<file path="src/rtl/lane_rx_buffer.sv">
// Receive side of the 4-lane routed word channel: one FIFO per lane with
// first-word-fall-through heads, a pop handshake and sticky error flags.
// Optional build macro LANE_RX_STATS_EN adds the saturating rx_total counter.
module lane_rx_buffer #(
  parameter int unsigned WORD_W = 10,
  parameter int unsigned DEPTH  = 4,
  parameter int unsigned AW     = 2,
  parameter int unsigned AF_TH  = 3
) (
  input  logic              clk,
  input  logic              reset,
  input  logic [3:0]        state,
  input  logic [WORD_W-1:0] In0,
  input  logic [WORD_W-1:0] In1,
  input  logic [WORD_W-1:0] In2,
  input  logic [WORD_W-1:0] In3,
  input  logic [3:0]        pop,
  output logic [WORD_W-1:0] data_out0,
  output logic [WORD_W-1:0] data_out1,
  output logic [WORD_W-1:0] data_out2,
  output logic [WORD_W-1:0] data_out3,
  output logic [3:0]        empty,
  output logic [3:0]        almost_full,
  output logic [3:0]        full,
  output logic [3:0]        overflow_err,
  output logic [3:0]        dest_err
`ifdef LANE_RX_STATS_EN
  ,
  output logic [15:0]       rx_total
`endif
);

  localparam logic [AW:0]    LpDepth = (AW + 1)'(DEPTH);
  localparam logic [AW:0]    LpAfTh  = (AW + 1)'(AF_TH);
  localparam logic [3:0]     StFlush = 4'b0001;

  logic [WORD_W-1:0] r_mem    [4][DEPTH];
  logic [AW-1:0]     r_wr_ptr [4];
  logic [AW-1:0]     r_rd_ptr [4];
  logic [AW:0]       r_count  [4];
  logic [3:0]        r_ovf;
  logic [3:0]        r_dst;

  logic [WORD_W-1:0] w_in   [4];
  logic [WORD_W-1:0] w_head [4];
  logic              w_flush;
  logic [3:0]        w_full;
  logic [3:0]        w_push_req;
  logic [3:0]        w_do_push;
  logic [3:0]        w_do_pop;
  logic [3:0]        w_ovf_set;
  logic [3:0]        w_dst_set;

  assign w_in[0] = In0;
  assign w_in[1] = In1;
  assign w_in[2] = In2;
  assign w_in[3] = In3;

  assign w_flush = (state == StFlush);

  // Status flags and gated FWFT heads, all derived from the registered count.
  always_comb begin
    empty       = '0;
    almost_full = '0;
    w_full      = '0;
    for (int i = 0; i < 4; i++) begin
      empty[i]       = (r_count[i] == '0);
      almost_full[i] = (r_count[i] >= LpAfTh);
      w_full[i]      = (r_count[i] == LpDepth);
      w_head[i]      = empty[i] ? '0 : r_mem[i][r_rd_ptr[i]];
    end
  end

  assign full      = w_full;
  assign data_out0 = w_head[0];
  assign data_out1 = w_head[1];
  assign data_out2 = w_head[2];
  assign data_out3 = w_head[3];

  // Per-lane push/pop decisions; a flush masks every input and pop.
  always_comb begin
    w_push_req = '0;
    w_do_push  = '0;
    w_do_pop   = '0;
    w_ovf_set  = '0;
    w_dst_set  = '0;
    for (int i = 0; i < 4; i++) begin
      if (!w_flush) begin
        w_do_pop[i] = pop[i] && (r_count[i] != '0);
        if (w_in[i] != '0) begin
          if (w_in[i][WORD_W-1 -: 2] == 2'(i)) begin
            w_push_req[i] = 1'b1;
          end else begin
            w_dst_set[i] = 1'b1;
          end
        end
        // A full lane still accepts a word when its head leaves on the same edge.
        w_do_push[i] = w_push_req[i] && (!w_full[i] || pop[i]);
        w_ovf_set[i] = w_push_req[i] && w_full[i] && !pop[i];
      end
    end
  end

  // Pointer, count and sticky error state.
  always_ff @(posedge clk) begin
    if (reset) begin
      for (int i = 0; i < 4; i++) begin
        r_wr_ptr[i] <= '0;
        r_rd_ptr[i] <= '0;
        r_count[i]  <= '0;
      end
      r_ovf <= '0;
      r_dst <= '0;
    end else if (w_flush) begin
      for (int i = 0; i < 4; i++) begin
        r_wr_ptr[i] <= '0;
        r_rd_ptr[i] <= '0;
        r_count[i]  <= '0;
      end
    end else begin
      for (int i = 0; i < 4; i++) begin
        if (w_do_push[i]) r_wr_ptr[i] <= r_wr_ptr[i] + AW'(1);
        if (w_do_pop[i])  r_rd_ptr[i] <= r_rd_ptr[i] + AW'(1);
        case ({w_do_push[i], w_do_pop[i]})
          2'b10:   r_count[i] <= r_count[i] + (AW + 1)'(1);
          2'b01:   r_count[i] <= r_count[i] - (AW + 1)'(1);
          default: r_count[i] <= r_count[i];
        endcase
      end
      r_ovf <= r_ovf | w_ovf_set;
      r_dst <= r_dst | w_dst_set;
    end
  end

  // Word storage; contents need no reset because heads are gated by count.
  always_ff @(posedge clk) begin
    for (int i = 0; i < 4; i++) begin
      if (!reset && w_do_push[i]) r_mem[i][r_wr_ptr[i]] <= w_in[i];
    end
  end

  assign overflow_err = r_ovf;
  assign dest_err     = r_dst;

`ifdef LANE_RX_STATS_EN
  logic [15:0] r_rx_total;
  logic [16:0] w_rx_sum;

  assign w_rx_sum = {1'b0, r_rx_total} + 17'(w_do_push[0]) + 17'(w_do_push[1])
                  + 17'(w_do_push[2]) + 17'(w_do_push[3]);

  // Accepted-word counter; survives flush and sticks at all-ones.
  always_ff @(posedge clk) begin
    if (reset) begin
      r_rx_total <= '0;
    end else if (w_rx_sum[16]) begin
      r_rx_total <= 16'hFFFF;
    end else begin
      r_rx_total <= w_rx_sum[15:0];
    end
  end

  assign rx_total = r_rx_total;
`endif

endmodule
</file>
<file path="config.mk">
export PLATFORM = sky130hd
export DESIGN_NAME = lane_rx_buffer
export DESIGN_NICKNAME = d
export VERILOG_FILES = /design/src/rtl/lane_rx_buffer.sv
export SDC_FILE = /design/constraint.sdc
export NUM_CORES = 1
export LEC_CHECK = 0
export ABC_AREA = 0
export BUFFER_PORTS_ARGS = -buffer_cell sky130_fd_sc_hd__clkbuf_2
export CAP_MARGIN = 10
export CORE_MARGIN = 2
export CORE_UTILIZATION = 42
export DETAILED_ROUTE_END_ITERATION = 8
export PLACE_DENSITY = 0.59
export SYNTH_ARGS = -nofsm -noshare
export SYNTH_HDL_FRONTEND = slang
export SYNTH_SLANG_ARGS = --single-unit
</file>
<file path="constraint.sdc">
create_clock -name clk -period 3.8 [get_ports clk]
set_clock_uncertainty 0.05 [all_clocks]
set_input_delay 0.76 -clock clk [delete_from_list [all_inputs] [get_ports clk]]
set_output_delay 0.76 -clock clk [all_outputs]
set_load 0.03 [all_outputs]
</file>
==> impl_metrics.py <==
metrics = {
    "status": {
        "outcome": "finished, final reports clean",
    },
    "logic_synthesis": {
        "synthArstFlopShare_pct": 0,
        "synth_edf_count": 184,
        "synth_seq_cells": 196,
        "synth_fp_nets": 621,
        "ys_top_cells_by_area": "edfxtp_1 64%, mux4_2 8.9%, ha_1 5.1%",
        "synth_top_cell_by_area": "edfxtp_1",
        "syn_avg_cell_area_sq_um": 16.2,
        "synthCells": 535,
        "synth-seq-area-share_pct": 66.7,
        "syn-cell-area_sq_mm": 0.00865,
        "synthDistinctLibCells": 47,
        "ys_dominant_reg_cell": "edfxtp_1",
        "yosysTopAreaCellShare_pct": 63.9,
        "synth-warning-count": 0,
    },
    "global_routing": {
        "grt_max_degree": 26,
        "track_usage_pct": 16.3,
        "antenna_found_initial": 0,
        "grt_pass1_vias": 5104,
        "overflow": 0,
        "grt_pass1_wl_mm": 27.2,
    },
    "job": {
        "maxCapViolations": 0,
    },
    "timing": {
        "fin_crit_sh_pct": 81.2,
        "rsz0062_at_grt": "false",
        "fmax_ghz": 0.324,
        "tightestPinTransition_ps": 784,
        "period_needed_ps": 3090,
        "finalHoldViolCount": 0,
        "slew_viol_final": 0,
        "setup_ws_ps": 714,
        "finalSetupViolCount": 0,
        "final.setup.tns_ps": 0,
        "relSlewSlack_pct": 47.7,
    },
    "place": {
        "hpwl_mm": 11.5,
        "dp_slack_ps": 464,
        "gp_congestion": 0.733,
        "port_buffers": 109,
    },
    "clock_tree": {
        "htreeDepth": 4,
        "cts_tree": "yes",
        "clkTransAtPathRegs_ps": 70,
        "cts-root-buf": "clkbuf_16",
        "cts_made_buffers": 17,
        "clock-sinks": 196,
        "hold_buffers": 0,
        "post_cts_resize_count": 0,
        "post-cts-setup-buffers": 0,
        "clock_path_buffers": 2,
        "insertion_delay_ps": 430,
    },
    "setup_path": {
        "crit_end": "data_out2[9]",
        "end_kind": "primary output",
        "crit_fanout": 12,
        "critPathKind": "flop to primary output",
        "cp_slowest_cell": "dfxtp_1",
        "startpoint": "r_rd_ptr[2][0]",
        "cp.required_ps": 2990,
        "max_stage_delay_ps": 800,
        "r2r-end": "r_count[2][1]",
        "reg2reg_depth": 9,
        "start_kind": "flop",
        "path_cells": "mux4_1, and2_1, clkbuf_2",
        "timing.rr.start": "r_count[0][0]",
        "rrSetupSlack_ps": 910,
        "arrival_ps": 2280,
    },
    "power": {
        "ir_drop_v": 0.000382,
        "powerDensity_mw_per_mm2": 561,
        "power.leakage_nw": 3.70,
    },
    "floorplanning": {
        "floorplan.initialDensity_pct": 42.7,
        "ios": 110,
        "rows": 52,
        "core_area_sq_mm": 0.0202,
        "die_h_microns": 147,
        "dieArea_sq_mm": 0.0218,
        "fp.dieW_microns": 147,
    },
    "drt": {
        "viasPerCell": 5.14,
        "vias": 4808,
        "drt_first_iter_violations": 185,
        "wl_mm": 16.9,
        "firstDrtPassIters": 4,
        "wl_per_cell_microns": 18.0,
        "ant_nets": 0,
        "drc": 0,
    },
    "cells_and_area": {
        "post-route-util_pct": 49.7,
        "fin_nets": 739,
        "diodes": 0,
        "drive_gt1_share_pct": 28.8,
        "area_growth_pct": 16.2,
    },
    "worst_hold_path": {
        "hold_path_class": "flop to flop",
    },
}
cell usage after synthesis (2+ instances only):
cell / count
inv_1: 33
edfxtp_1: 184
or4_1: 3
nor3_1: 17
xor2_1: 3
ha_1: 35
nor2_1: 30
buf_2: 2
o21ai_0: 9
nor2b_1: 12
xnor2_1: 5
nor4_1: 5
buf_4: 3
a41oi_1: 2
nand2_1: 17
nand3_1: 15
nand3b_1: 4
clkbuf_1: 9
dfxtp_1: 12
mux4_1: 6
a21oi_1: 9
buf_6: 5
mux4_2: 34
a22o_1: 2
and3_1: 5
a211oi_1: 2
and2_1: 44
nand2b_1: 7
o31ai_1: 3
through the flow:
stage               instances  hold slack (ps)  area, sq um  total power, W
floorplan                 535              431         8650         0.00356
global placement          904              396         9480         0.00394
detailed placement        904              413         9480         0.00396
CTS                       936              433        10000         0.00570
global route              936              456        10000         0.00589
finish                    936              431        10000         0.00564
critical path, delay by kind of cell (launching register included):
kind	cells	cell delay, ps
and+or+nand+nor	1	200
buffers and inverters	1	190
muxes	1	660
DFF	1	800
registers in the layout, indices dropped and copies added (netlist names):
signal	count
r_wr_ptr	8
dest_err	4
r_mem	160
overflow_err	4
r_rd_ptr	8
r_count	12
area by class of cell:
class	count	area, sq um
Clock inverter	14	143
Timing Repair Buffer	118	613
Tap cell	270	338
Sequential cell	196	5770
Clock buffer	18	429
Inverter	33	124
Multi-Input combinational cell	287	2640
Fill cell	1739	10200
per-layer routing:
metal / routed length [microns] / GRT usage (%)
met1: 7310 / 20.7
met2: 8650 / 27.9
met3: 642 / 3.64
met4: 268 / 5.63
met5: 0 / 0
worst min path at each step:
stage,start,end,slack (ps),depth (start not counted)
finish,overflow_err[0],overflow_err[0],430,2
global route,dest_err[1],dest_err[1],460,1
CTS,overflow_err[0],overflow_err[0],430,2
detailed placement,overflow_err[0],overflow_err[0],410,2
global placement,overflow_err[0],overflow_err[0],400,2
floorplan,r_wr_ptr[2][0],r_wr_ptr[2][0],430,2
placed cells by master, fill, tap and decap left out, drive strengths merged, types with 15 or more instances in the layout:
| cell type | n |
|---|---|
| edfxtp | 184 |
| clkbuf | 127 |
| and2 | 44 |
| mux4 | 40 |
| inv | 39 |
| ha | 35 |
| nor2 | 30 |
| nand2 | 18 |
| nor3 | 17 |
| nand3 | 15 |
logic make-up (layout without fill, tap and decap cells):
logic type,count (synthesis),count (layout),synth area share (%)
fa+ha+maj,36,36,5.30
buf+inv,52,183,2.85
mux,41,41,10.8
compound gates,33,33,2.52
flops,196,196,66.7
xor+xnor,8,8,0.810
simple gates,169,169,11.0
where the power goes:
| group | internal, W | switching, W |
|---|---|---|
| registers | 0.00247 | 0.000135 |
| clock network | 0.000925 | 0.000815 |
| logic | 0.000478 | 0.000815 |
| total | 0.00387 | 0.00177 |
Power figures use the tool's default switching activity.
